$ cat config.mk
export PLATFORM = sky130hd
export DESIGN_NAME = uart_tx_ctrl
export DESIGN_NICKNAME = d
export VERILOG_FILES = /design/src/rtl/uart_tx_ctrl.sv
export SDC_FILE = /design/constraint.sdc
export NUM_CORES = 1
export LEC_CHECK = 0
export ABC_AREA = 1
export CAP_MARGIN = 20
export CORE_AREA = 2 2 39 41
export CTS_BUF_LIST = sky130_fd_sc_hd__clkbuf_8
export DETAILED_ROUTE_END_ITERATION = 10
export DIE_AREA = 0 0 41 43
export PLACE_DENSITY = 0.73
export SLEW_MARGIN = 20
export SYNTH_ARGS = -nofsm -noshare
export SYNTH_HDL_FRONTEND = slang
export SYNTH_SLANG_ARGS = --single-unit
$ cat constraint.sdc
create_clock -name CLK -period 1.6 [get_ports CLK]
set_input_delay 0.32 -clock CLK [delete_from_list [all_inputs] [get_ports CLK]]
set_output_delay 0.32 -clock CLK [all_outputs]
set_load 0.02 [all_outputs]
$ cat src/rtl/uart_tx_ctrl.sv
// UART transmit frame controller: start bit, 8 LSB-first data bits from the serializer, optional parity, stop bit(s), idle gap.
// Build with UART_TX_PARITY_EN defined to include the parity bit; otherwise PAR_EN/PAR_TYP are ignored.
module uart_tx_ctrl #(
  parameter int unsigned STOP_BITS = 1,
  parameter int unsigned FRAME_GAP = 0
) (
  input  logic       CLK,
  input  logic       RST,
  input  logic [7:0] P_DATA,
  input  logic       Data_Valid,
  input  logic       PAR_EN,
  input  logic       PAR_TYP,
  input  logic       ser_data,
  input  logic       ser_done,
  output logic       ser_en,
  output logic       TX_OUT,
  output logic       Busy
);

  localparam int unsigned CNT_W    = 4;
  localparam int unsigned DATA_LEN = 8;

`ifdef UART_TX_PARITY_EN
  typedef enum logic [2:0] {IDLE, START, DATA, PARITY, STOP, GAP} state_t;
`else
  typedef enum logic [2:0] {IDLE, START, DATA, STOP, GAP} state_t;
`endif

  state_t             state_q, state_d;
  logic [CNT_W-1:0]   cnt_q, cnt_d;
  logic               ser_en_d, busy_d;
  logic               accept_c;

`ifdef UART_TX_PARITY_EN
  logic [7:0] data_q;
  logic       par_en_q, par_typ_q;
  logic       par_bit_c;

  assign par_bit_c = par_typ_q ? ~^data_q : ^data_q;

  // Frame options are captured only when a word is accepted
  always_ff @(posedge CLK or posedge RST) begin
    if (RST) begin
      data_q    <= '0;
      par_en_q  <= 1'b0;
      par_typ_q <= 1'b0;
    end else if (accept_c) begin
      data_q    <= P_DATA;
      par_en_q  <= PAR_EN;
      par_typ_q <= PAR_TYP;
    end
  end
`else
  logic unused_inputs;
  assign unused_inputs = ^{P_DATA, PAR_EN, PAR_TYP};
`endif

  always_ff @(posedge CLK or posedge RST) begin
    if (RST) begin
      state_q <= IDLE;
      cnt_q   <= '0;
      ser_en  <= 1'b0;
      Busy    <= 1'b0;
    end else begin
      state_q <= state_d;
      cnt_q   <= cnt_d;
      ser_en  <= ser_en_d;
      Busy    <= busy_d;
    end
  end

  // Next-state; one shared counter times DATA watchdog, STOP and GAP
  always_comb begin
    state_d  = state_q;
    cnt_d    = cnt_q;
    accept_c = 1'b0;
    case (state_q)
      IDLE: begin
        if (Data_Valid) begin
          accept_c = 1'b1;
          state_d  = START;
        end
      end
      START: begin
        cnt_d   = '0;
        state_d = DATA;
      end
      DATA: begin
        cnt_d = cnt_q + CNT_W'(1);
        if (ser_done) begin
          cnt_d = '0;
`ifdef UART_TX_PARITY_EN
          state_d = par_en_q ? PARITY : STOP;
`else
          state_d = STOP;
`endif
        end else if (cnt_q == CNT_W'(DATA_LEN - 1)) begin
          cnt_d   = '0;
          state_d = STOP;
        end
      end
`ifdef UART_TX_PARITY_EN
      PARITY: begin
        cnt_d   = '0;
        state_d = STOP;
      end
`endif
      STOP: begin
        cnt_d = cnt_q + CNT_W'(1);
        if (cnt_q == CNT_W'(STOP_BITS - 1)) begin
          cnt_d = '0;
          if (FRAME_GAP > 0) begin
            state_d = GAP;
          end else if (Data_Valid) begin
            accept_c = 1'b1;
            state_d  = START;
          end else begin
            state_d = IDLE;
          end
        end
      end
      GAP: begin
        cnt_d = cnt_q + CNT_W'(1);
        if (cnt_q == CNT_W'(FRAME_GAP - 1)) begin
          cnt_d   = '0;
          state_d = IDLE;
        end
      end
      default: begin
        cnt_d   = '0;
        state_d = IDLE;
      end
    endcase
    ser_en_d = (state_d == START) || (state_d == DATA);
    busy_d   = (state_d != IDLE);
  end

  // Line mux from registered state; reset forces IDLE and thus a high line
  always_comb begin
    TX_OUT = 1'b1;
    case (state_q)
      START:   TX_OUT = 1'b0;
      DATA:    TX_OUT = ser_data;
`ifdef UART_TX_PARITY_EN
      PARITY:  TX_OUT = par_bit_c;
`endif
      default: TX_OUT = 1'b1;
    endcase
  end

endmodule

# [Word-level counts from Yosys, hierarchy flattened]
# Index checks and enable logic that the tools add are counted.
[word_totals] regBits=9 word_cells=30
[classes] n_addsub=1 eq_ne=8 mux=13 reduce_logical=4
[ops] op="$mux W4" n=4
[ops] op="$pmux W4 S4" n=1
[ops] op="$mux W3" n=5
[ops] op="$pmux W3 S5" n=1
[ops] op="$eq A3 B2 Y1 const B" n=3
[ops] op="$eq A3 B1 Y1 const B" n=2
[ops] op="$add A4 B1 Y4 const B" n=1
[ops] op="$eq A4 B3 Y1 const B" n=1
[ops] op="$eq A4 B4 Y1 const B" n=1
[ops] op="$logic_not A4 Y1" n=1
[ops] op="$eq A3 B3 Y1 const B" n=1
[ops] op="$logic_not A3 Y1" n=1
[ops] op="$reduce_bool A3 Y1" n=1
[ops] op="$pmux W1 S2" n=1
[ops] op="$logic_or A1 B1 Y1" n=1
[ops] op="$mux W1" n=1

# [Longest topological paths before layout]
# Gate-level depths: netlist of the first run.
[logic_depth] ltp_word=6 mapped_depth=8 mapped_depth_nobuf=8

# [Least setup slack after synthesis of the first run]
# No wires, ideal clock.
[synth_path] path_kind="flip-flop to output port" start="register state_q[2]" end="output TX_OUT" arrival_ns=0.963 path_slack_ns=0.317 path_stages_with_launch=6 n_path_buf=0 path_cell_list="dfrtp_1 -> inv_2 -> nand2_2 -> nor2_2 -> inv_2 -> o21a_1"
[synth_via] elab_chain_len=2 word_cells_on_any_way=3 classes_between="eq/ne: 2; mux: 1"
[synth_rtl] item="start, declared" line="29" rtl="state_t state_q, state_d;"
[synth_rtl] item="start signal, assigned" line="65" rtl="state_q <= state_d;"
[synth_rtl] item="$eq A3 B2 Y1 or $eq A3 B1 Y1 (tied branches)" line="141" rtl="case (state_q)"
[synth_rtl] item="$pmux W1 S2 *" line="141"
[synth_rtl] item="end, declared" line="16" rtl="output logic TX_OUT,"
# Mark *: on every way between the ends. The rest lies on a longest branch, timed or not.

# [Worst setup path in the final report of the first run]
# Same ends and word-level chain as after synthesis.

==> impl_results.html, run 1 <==
<table>
<tr><th>Metric</th><th>Value</th></tr>
<tr><th colspan="2">Status</th></tr>
<tr><td>Outcome</td><td>finished, final reports clean</td></tr>
<tr><th colspan="2">Synthesis</th></tr>
<tr><td>Post-Syn Area</td><td>549 µm²</td></tr>
<tr><td>Number of enable flip-flop cells after synthesis</td><td>0</td></tr>
<tr><td>Gate count of the mapped netlist</td><td>71</td></tr>
<tr><td>Synth area leaders</td><td>sky130_fd_sc_hd__dfrtp_1, sky130_fd_sc_hd__nand3_1, sky130_fd_sc_hd__nand2_1</td></tr>
<tr><td>Sequential-to-total area share from yosys stat</td><td>0.410</td></tr>
<tr><td>Cell with the most instances after synthesis</td><td>sky130_fd_sc_hd__nand2_1</td></tr>
<tr><td>Warnings from Yosys</td><td>0</td></tr>
<tr><td>Commonest cells in the synthesized netlist</td><td>sky130_fd_sc_hd__nand2_1, sky130_fd_sc_hd__inv_1, sky130_fd_sc_hd__nand3_1</td></tr>
<tr><td>Distinct cell type count after synthesis</td><td>17</td></tr>
<tr><td>Ys async rst share</td><td>1.00</td></tr>
<tr><td>Net count after synthesis</td><td>88</td></tr>
<tr><td>Leading area contributor after synthesis</td><td>sky130_fd_sc_hd__dfrtp_1</td></tr>
<tr><td>Top FF cell, synth</td><td>sky130_fd_sc_hd__dfrtp_1</td></tr>
<tr><td>Synth Register Bits</td><td>9</td></tr>
<tr><td>Share of the synthesized area in the top cell type</td><td>0.410</td></tr>
<tr><td>Average instance area after synthesis</td><td>7.74 µm²</td></tr>
<tr><th colspan="2">Route</th></tr>
<tr><td>Post-route met1 wirelength</td><td>504 µm</td></tr>
<tr><td>Total number of vias</td><td>525</td></tr>
<tr><td>DRC errors left</td><td>0</td></tr>
<tr><td>Wire length reported by the detailed router</td><td>1180 µm</td></tr>
<tr><td>Per-cell via count in the routed design</td><td>5.05</td></tr>
<tr><td>Metal3 WL</td><td>50 µm</td></tr>
<tr><td>Count of TritonRoute iterations in the first routing pass</td><td>4</td></tr>
<tr><td>WL per Instance</td><td>11.3 µm</td></tr>
<tr><td>DR WL met2</td><td>614 µm</td></tr>
<tr><td>Top routing layer in use</td><td>met4</td></tr>
<tr><td>Iter 0 DRT Violations</td><td>15</td></tr>
<tr><td>Number of antenna-violating nets in the routed design</td><td>0</td></tr>
<tr><th colspan="2">STA</th></tr>
<tr><td>Number of max-slew violations in the final report</td><td>0</td></tr>
<tr><td>Shortest clock period the worst path allows after layout</td><td>1530 ps</td></tr>
<tr><td>Actual transition at the worst max-transition pin</td><td>356 ps</td></tr>
<tr><td>Fmax</td><td>655 MHz</td></tr>
<tr><td>Minimum setup slack in the final design</td><td>72.3 ps</td></tr>
<tr><td>Worst slew slack as a fraction of its limit</td><td>0.763</td></tr>
<tr><td>Skew final</td><td>5.93 ps</td></tr>
<tr><td>Final setup violation count</td><td>0</td></tr>
<tr><td>Hold Vio Cnt, Final</td><td>0</td></tr>
<tr><td>RSZ-0062 raised after global routing</td><td>false</td></tr>
<tr><td>Period utilization</td><td>0.955</td></tr>
<tr><td>Aggregate negative setup slack</td><td>0 ps</td></tr>
<tr><td>Worst-case hold slack</td><td>399 ps</td></tr>
<tr><th colspan="2">Clocking</th></tr>
<tr><td>CTS tree</td><td>built</td></tr>
<tr><td>Number of hold-repair buffers added at the cts stage</td><td>0</td></tr>
<tr><td>Post-CTS Setup Inserts</td><td>0</td></tr>
<tr><td>CTS sink cnt</td><td>9</td></tr>
<tr><td>Clk Latency, worst-skew pair</td><td>230 ps</td></tr>
<tr><td>Number of cells upsized or downsized after cts</td><td>4</td></tr>
<tr><td>Clock transition at path regs</td><td>50 ps</td></tr>
<tr><td>Clock root buffer</td><td>sky130_fd_sc_hd__clkbuf_8</td></tr>
<tr><td>Clock buffers created by TritonCTS</td><td>3</td></tr>
<tr><td>H-tree Lvls</td><td>1</td></tr>
<tr><td>Buffers from clock root to sink, at most</td><td>2</td></tr>
<tr><th colspan="2">Flow run</th></tr>
<tr><td>Number of max-cap violations</td><td>0</td></tr>
<tr><th colspan="2">Setup path</th></tr>
<tr><td>Maximum net fanout on the critical path</td><td>3</td></tr>
<tr><td>Worst endpoint data arrival time</td><td>1210 ps</td></tr>
<tr><td>Critical path required time</td><td>1280 ps</td></tr>
<tr><td>Reg-to-reg startpoint</td><td>cnt_q[0]$_DFFE_PP0N_</td></tr>
<tr><td>Depth of the most critical reg-to-reg path</td><td>7</td></tr>
<tr><td>Setup crit start kind</td><td>flip-flop</td></tr>
<tr><td>Register-to-register setup slack</td><td>220 ps</td></tr>
<tr><td>Critical path class</td><td>reg2out</td></tr>
<tr><td>Category of the worst setup path capture point</td><td>primary output</td></tr>
<tr><td>Worst r2r dst</td><td>Busy$_DFF_PP0_</td></tr>
<tr><td>Worst setup path startpoint</td><td>state_q[2]$_DFF_PP0_</td></tr>
<tr><th colspan="2">Layout</th></tr>
<tr><td>Post-synthesis to final-layout area growth</td><td>31.9%</td></tr>
<tr><td>Share of post-route cells with drive strength above 1</td><td>0.261</td></tr>
<tr><td>NumNets Final</td><td>106</td></tr>
<tr><td>Fraction of the core area covered by cells at the end of the flow</td><td>0.524</td></tr>
<tr><td>Register cell area after layout</td><td>225 µm²</td></tr>
<tr><td>Count of non-filler cells in the finished layout</td><td>104</td></tr>
<tr><td>Final non-filler cell area</td><td>724 µm²</td></tr>
<tr><td>Number of fill cells in the layout</td><td>133</td></tr>
<tr><td>Multi-input gate area in the final layout</td><td>275 µm²</td></tr>
<tr><td>Number of antenna cells inserted</td><td>0</td></tr>
<tr><th colspan="2">Placement</th></tr>
<tr><td>Pre-CTS setup slack</td><td>-202 ps</td></tr>
<tr><td>Port-buffer cells</td><td>7</td></tr>
<tr><td>GPL Wtd Cong</td><td>0.861</td></tr>
<tr><td>DPL Wire Length</td><td>872 µm</td></tr>
<tr><td>Cell Count Post-Placement</td><td>100</td></tr>
<tr><td>Placed instance area</td><td>684 µm²</td></tr>
<tr><th colspan="2">Global routing</th></tr>
<tr><td>Number of antenna violations at the first check in global routing</td><td>0</td></tr>
<tr><td>Via count of the first global-routing pass</td><td>510</td></tr>
<tr><td>Final global-route overflow total</td><td>0</td></tr>
<tr><td>Global-route wire length before repair</td><td>2090 µm</td></tr>
<tr><td>Maximum number of pins on one net before global-route repair</td><td>10</td></tr>
<tr><td>Gr usage total</td><td>0.181</td></tr>
<tr><th colspan="2">Floorplan</th></tr>
<tr><td>Die span in y</td><td>43 µm</td></tr>
<tr><td>Die footprint</td><td>1760 µm²</td></tr>
<tr><td>Standard-cell rows</td><td>14</td></tr>
<tr><td>Core area</td><td>1380 µm²</td></tr>
<tr><td>Die W</td><td>41 µm</td></tr>
<tr><td>Number of ports placed on the die boundary</td><td>18</td></tr>
<tr><td>Starting utilization of the core area</td><td>0.397</td></tr>
<tr><th colspan="2">Worst hold path</th></tr>
<tr><td>Path category of the worst min-delay check</td><td>in2async</td></tr>
<tr><th colspan="2">Power</th></tr>
<tr><td>Pwr per Cell Area</td><td>1760 nW/µm²</td></tr>
<tr><td>Largest voltage drop on the vdd net</td><td>0.903 mV</td></tr>
<tr><td>Pwr Total</td><td>1.28 mW</td></tr>
<tr><td>Static Leakage</td><td>0.382 nW</td></tr>
</table>
## cell type report
cell class / count / area share
clock buffers: 3 / 0.0570
clock inverters: 1 / 0.00518
flip-flops and latches: 9 / 0.311
inverters: 13 / 0.0674
well taps: 16 / 0.0276
repair buffers: 13 / 0.152
multi-input cells: 49 / 0.380
## sequential cells by signal (all words and copies together) (netlist names)
register	flops
cnt_q	4
state_q	3
Busy	1
ser_en	1
## placed cells by master (no fill, tap or decap), drive strengths merged
cell type	netlist	final
nand2	15	15
o2111ai	1	1
clkdlybuf4s50	0	6
ha	2	2
o21ai	3	3
nand3	14	14
buf	0	7
clkbuf	0	3
dfrtp	9	9
a21oi	2	2
nor3	1	1
nor2	8	8
inv	13	14
o21a	1	1
nand4	2	2
## critical path, cell delays in order (launching register included)
cell	delay, ps
sky130_fd_sc_hd__dfrtp_1	380
sky130_fd_sc_hd__inv_2	80
sky130_fd_sc_hd__nand2_2	60
sky130_fd_sc_hd__nor2_2	120
sky130_fd_sc_hd__inv_2	50
sky130_fd_sc_hd__o21a_1	150
sky130_fd_sc_hd__buf_2	150
## how the worst max path moves through the flow
stage,to,slack [ps]
global route,TX_OUT,0.5
CTS,TX_OUT,60
floorplan,TX_OUT,320
finish,TX_OUT,70
global placement,TX_OUT,-200
detailed placement,TX_OUT,-200
## kinds of logic (layout without fill, tap and decap cells)
logic type               after synthesis  in the layout  share of synthesized area
buffers and inverters                 13             30                     0.0888
adder cells (fa/ha/maj)                2              2                     0.0456
AO/OA/AOI/OAI                          7              7                     0.0752
AND/OR/NAND/NOR                       40             40                      0.380
flip-flops                             9              9                      0.410
## metal layers
metal  up-vias  GRT usage
met2        13      0.278
met4         0     0.0800
met5         -          0
met1       245      0.218
met3         2     0.0628
li1        265          -
## report_power, final
part | total, mW | switching [mW] | internal, mW | leakage (nW)
registers | 0.357 | 0.0524 | 0.304 | 0.116
clock network | 0.253 | 0.0862 | 0.167 | 0.0269
logic | 0.669 | 0.389 | 0.280 | 0.238
No activity file was read; power rests on OpenSTA's default activity.
==> run 2: changes to the inputs <==
--- a/config.mk
+++ b/config.mk
@@ -12,6 +12,7 @@
 export DETAILED_ROUTE_END_ITERATION = 10
 export DIE_AREA = 0 0 41 43
 export PLACE_DENSITY = 0.73
+export REMOVE_ABC_BUFFERS = 1
 export SLEW_MARGIN = 20
 export SYNTH_ARGS = -nofsm -noshare
 export SYNTH_HDL_FRONTEND = slang
==> results of run 2 <==
The final DEF is identical to that of run 1; final timing and power are the same.
==> run 3: changes to the inputs <==
==> constraint.sdc (replaced) <==
create_clock -name CLK -period 1.6 [get_ports CLK]
set_input_delay 0.24 -clock CLK [delete_from_list [all_inputs] [get_ports CLK]]
set_output_delay 0.24 -clock CLK [all_outputs]
set_load 0.02 [all_outputs]
==> run 3 against run 2 <==
  * Via count is 4.0% higher
  * Critical endpoint unchanged
  * Non-clock buffer count is 1 lower
  * Fmax is 4.6% higher
  * Largest cell class unchanged
  * Design area is 0.17% lower
  * First-iteration DRC count is 20% lower
  * Combinational power is 0.6% higher
  * Critical path depth stayed put
  * Clock power is 4% higher
  * Sequential power is 3% higher
  * Global-route usage is 2.2 points higher
  * Wire length is 11% higher
  * Largest power group unchanged
==> impl_results.html, run 3 (synthesis results as in run 1) <==
<table>
<tr><th>Metric</th><th>Value</th></tr>
<tr><th colspan="2">Setup path</th></tr>
<tr><td>Maximum net fanout on the critical path</td><td>3 (unchanged)</td></tr>
<tr><td>Worst endpoint data arrival time</td><td>1220 ps (about the same)</td></tr>
<tr><td>Critical path required time</td><td>1360 ps (+80 ps)</td></tr>
<tr><td>Setup crit start kind</td><td>flip-flop</td></tr>
<tr><td>Critical path class</td><td>reg2out</td></tr>
<tr><td>Category of the worst setup path capture point</td><td>primary output</td></tr>
<tr><th colspan="2">Global routing</th></tr>
<tr><td>Final global-route overflow total</td><td>0 (unchanged)</td></tr>
<tr><td>Maximum number of pins on one net before global-route repair</td><td>10 (unchanged)</td></tr>
<tr><td>Via count of the first global-routing pass</td><td>547 (+7.3%)</td></tr>
<tr><td>Gr usage total</td><td>0.203 (+0.0219)</td></tr>
<tr><td>Global-route wire length before repair</td><td>2300 µm (+9.9%)</td></tr>
<tr><td>Number of antenna violations at the first check in global routing</td><td>0 (unchanged)</td></tr>
<tr><th colspan="2">Clocking</th></tr>
<tr><td>H-tree Lvls</td><td>1 (unchanged)</td></tr>
<tr><td>Buffers from clock root to sink, at most</td><td>2 (unchanged)</td></tr>
<tr><td>CTS tree</td><td>built</td></tr>
<tr><td>CTS sink cnt</td><td>9 (unchanged)</td></tr>
<tr><td>Post-CTS Setup Inserts</td><td>0 (unchanged)</td></tr>
<tr><td>Clock buffers created by TritonCTS</td><td>3 (unchanged)</td></tr>
<tr><td>Clk Latency, worst-skew pair</td><td>240 ps (about the same)</td></tr>
<tr><td>Clock root buffer</td><td>sky130_fd_sc_hd__clkbuf_8</td></tr>
<tr><td>Clock transition at path regs</td><td>50 ps (about the same)</td></tr>
<tr><td>Number of hold-repair buffers added at the cts stage</td><td>0 (unchanged)</td></tr>
<tr><th colspan="2">Layout</th></tr>
<tr><td>Most flops, register</td><td>cnt_q</td></tr>
<tr><td>Post-synthesis to final-layout area growth</td><td>31.7%</td></tr>
<tr><td>Registers with the most flip-flops</td><td>cnt_q (4), state_q (3)</td></tr>
<tr><td>Most common cell after layout, fill and taps aside</td><td>sky130_fd_sc_hd__nand2_1</td></tr>
<tr><td>Final non-filler cell area</td><td>723 µm² (-0.17%)</td></tr>
<tr><td>NumNets Final</td><td>105 (-0.94%)</td></tr>
<tr><td>Number of antenna cells inserted</td><td>0 (unchanged)</td></tr>
<tr><td>Number of flip-flops in the largest register</td><td>4 (unchanged)</td></tr>
<tr><td>Share of post-route cells with drive strength above 1</td><td>0.264 (+0.00300)</td></tr>
<tr><td>Leading cell types in the layout, fill and taps excluded</td><td>sky130_fd_sc_hd__nand2_1, sky130_fd_sc_hd__inv_1, sky130_fd_sc_hd__nand3_1</td></tr>
<tr><td>Count of non-filler cells in the finished layout</td><td>103 (-0.96%)</td></tr>
<tr><th colspan="2">Power</th></tr>
<tr><td>Reg power frac</td><td>0.283 (+0.004)</td></tr>
<tr><td>Largest voltage drop on the vdd net</td><td>0.958 mV (+6.1%)</td></tr>
<tr><td>Sw power</td><td>0.559 mW (+6.1%)</td></tr>
<tr><td>Gate power share</td><td>0.516 (-0.007)</td></tr>
<tr><td>Pwr per Cell Area</td><td>1800 nW/µm² (+2.2%)</td></tr>
<tr><td>Static Leakage</td><td>0.377 nW (-1.3%)</td></tr>
<tr><td>Clock power frac</td><td>0.201 (+0.003)</td></tr>
<tr><td>Cell-internal power</td><td>0.745 mW (-0.80%)</td></tr>
<tr><td>Switching part of the total</td><td>0.429 (+0.0164)</td></tr>
<tr><th colspan="2">Route</th></tr>
<tr><td>Number of antenna-violating nets in the routed design</td><td>0 (unchanged)</td></tr>
<tr><td>Iter 0 DRT Violations</td><td>12 (-3)</td></tr>
<tr><td>DRC errors left</td><td>0 (unchanged)</td></tr>
<tr><td>Wire length reported by the detailed router</td><td>1310 µm (+11%)</td></tr>
<tr><td>Count of TritonRoute iterations in the first routing pass</td><td>4 (unchanged)</td></tr>
<tr><td>Total number of vias</td><td>546 (+4.0%)</td></tr>
<tr><td>Per-cell via count in the routed design</td><td>5.30 (+5.0%)</td></tr>
<tr><td>WL per Instance</td><td>12.7 µm (+12%)</td></tr>
<tr><th colspan="2">Flow run</th></tr>
<tr><td>Number of max-cap violations</td><td>0 (unchanged)</td></tr>
<tr><th colspan="2">STA</th></tr>
<tr><td>Number of max-slew violations in the final report</td><td>0 (unchanged)</td></tr>
<tr><td>RSZ-0062 raised after global routing</td><td>false</td></tr>
<tr><td>Worst slew slack as a fraction of its limit</td><td>0.759 (-0.00315)</td></tr>
<tr><td>Skew final</td><td>4.96 ps (-0.971 ps)</td></tr>
<tr><td>Final setup violation count</td><td>0 (unchanged)</td></tr>
<tr><td>Period utilization</td><td>0.913 (-0.0420)</td></tr>
<tr><td>Actual transition at the worst max-transition pin</td><td>361 ps (+4.72 ps)</td></tr>
<tr><td>Fmax</td><td>685 MHz (+4.6%)</td></tr>
<tr><td>Hold Vio Cnt, Final</td><td>0 (unchanged)</td></tr>
<tr><td>Shortest clock period the worst path allows after layout</td><td>1460 ps (-67.1 ps)</td></tr>
<tr><th colspan="2">Floorplan</th></tr>
<tr><td>Die footprint</td><td>1760 µm² (unchanged)</td></tr>
<tr><td>Starting utilization of the core area</td><td>0.397 (unchanged)</td></tr>
<tr><td>Standard-cell rows</td><td>14 (unchanged)</td></tr>
<tr><td>Number of ports placed on the die boundary</td><td>18 (unchanged)</td></tr>
<tr><td>Die W</td><td>41 µm (unchanged)</td></tr>
<tr><td>Core area</td><td>1380 µm² (unchanged)</td></tr>
<tr><td>Die span in y</td><td>43 µm (unchanged)</td></tr>
<tr><th colspan="2">Placement</th></tr>
<tr><td>DPL Wire Length</td><td>923 µm (+5.9%)</td></tr>
<tr><td>Port-buffer cells</td><td>7 (unchanged)</td></tr>
<tr><td>Cell Count Post-Placement</td><td>99 (-1.0%)</td></tr>
<tr><td>GPL Wtd Cong</td><td>0.884 (+2.7%)</td></tr>
<tr><td>Placed instance area</td><td>677 µm² (-1.1%)</td></tr>
<tr><th colspan="2">Worst hold path</th></tr>
<tr><td>Path category of the worst min-delay check</td><td>in2async</td></tr>
<tr><th colspan="2">Status</th></tr>
<tr><td>Outcome</td><td>finished, final reports clean</td></tr>
</table>
[run 3: cell count changes in the layout (fill, tap and decap cells not counted), sizes merged]
cell  delta
buf      -1
[run 3: through the flow]
stage               utilization  setup WS [ps]  total power, mW  hold WS [ps]  TNS, ps
floorplan                     -            360            0.794          67.9        0
global placement          0.489          -39.2             1.01           517    -39.2
detailed placement        0.489          -78.5             1.03           521    -78.5
CTS                       0.523           24.4             1.30           277        0
global route              0.523           80.8             1.39           332        0
finish                    0.523            139             1.30           280        0
[run 3: timing repair]
action                     4_1_cts  5_1_grt
resized for setup                3        3
gates cloned                     0        0
setup endpoints to repair        1        1
hold endpoints to repair         0        0
[run 3: layer usage]
layer	global-route usage	vias up	routed length (µm)
met5	0	-	0
met4	0.140	0	66
met3	0.0524	9	68
met2	0.306	20	677
met1	0.237	251	492
li1	-	266	-
[run 3: cell type report]
cell class | count | area [µm²]
repair buffers | 12 | 103
clock inverters | 1 | 3.75
multi-input cells | 49 | 280
flip-flops and latches | 9 | 226
fillers | 124 | 661
inverters | 13 | 48.8
well taps | 16 | 20.0
clock buffers | 3 | 41.3
[run 3: power groups by stage]
stage | Sequential [mW] | Combinational, mW | Clock (mW)
2_1_floorplan | 0.390 | 0.405 | 0
3_3_place_gp | 0.357 | 0.657 | 0
3_5_place_dp | 0.360 | 0.665 | 0
4_1_cts | 0.363 | 0.675 | 0.265
5_1_grt | 0.377 | 0.741 | 0.274
6_report | 0.369 | 0.673 | 0.262
[run 3: worst paths after layout]
check / from / depth (start not counted) / slack, ps / endpoint
max in group asynchronous: RST / 2 / 1040 / state_q[1]$_DFF_PP0_
min in group CLK: cnt_q[1]$_DFFE_PP0N_ / 2 / 610 / cnt_q[1]$_DFFE_PP0N_
setup reg to reg: cnt_q[0]$_DFFE_PP0N_ / 7 / 190 / Busy$_DFF_PP0_
hold / removal: RST / 2 / 280 / ser_en$_DFF_PP0_
setup / recovery: state_q[2]$_DFF_PP0_ / 6 / 140 / TX_OUT
hold reg to reg: cnt_q[1]$_DFFE_PP0N_ / 2 / 610 / cnt_q[1]$_DFFE_PP0N_
[run 3: critical path, stage by stage (launching register included)]
cell                      delay [ps]
sky130_fd_sc_hd__dfrtp_1         380
sky130_fd_sc_hd__inv_2            90
sky130_fd_sc_hd__nand2_2          80
sky130_fd_sc_hd__nor2_4          100
sky130_fd_sc_hd__inv_2            40
sky130_fd_sc_hd__o21a_1          150
sky130_fd_sc_hd__buf_2           150
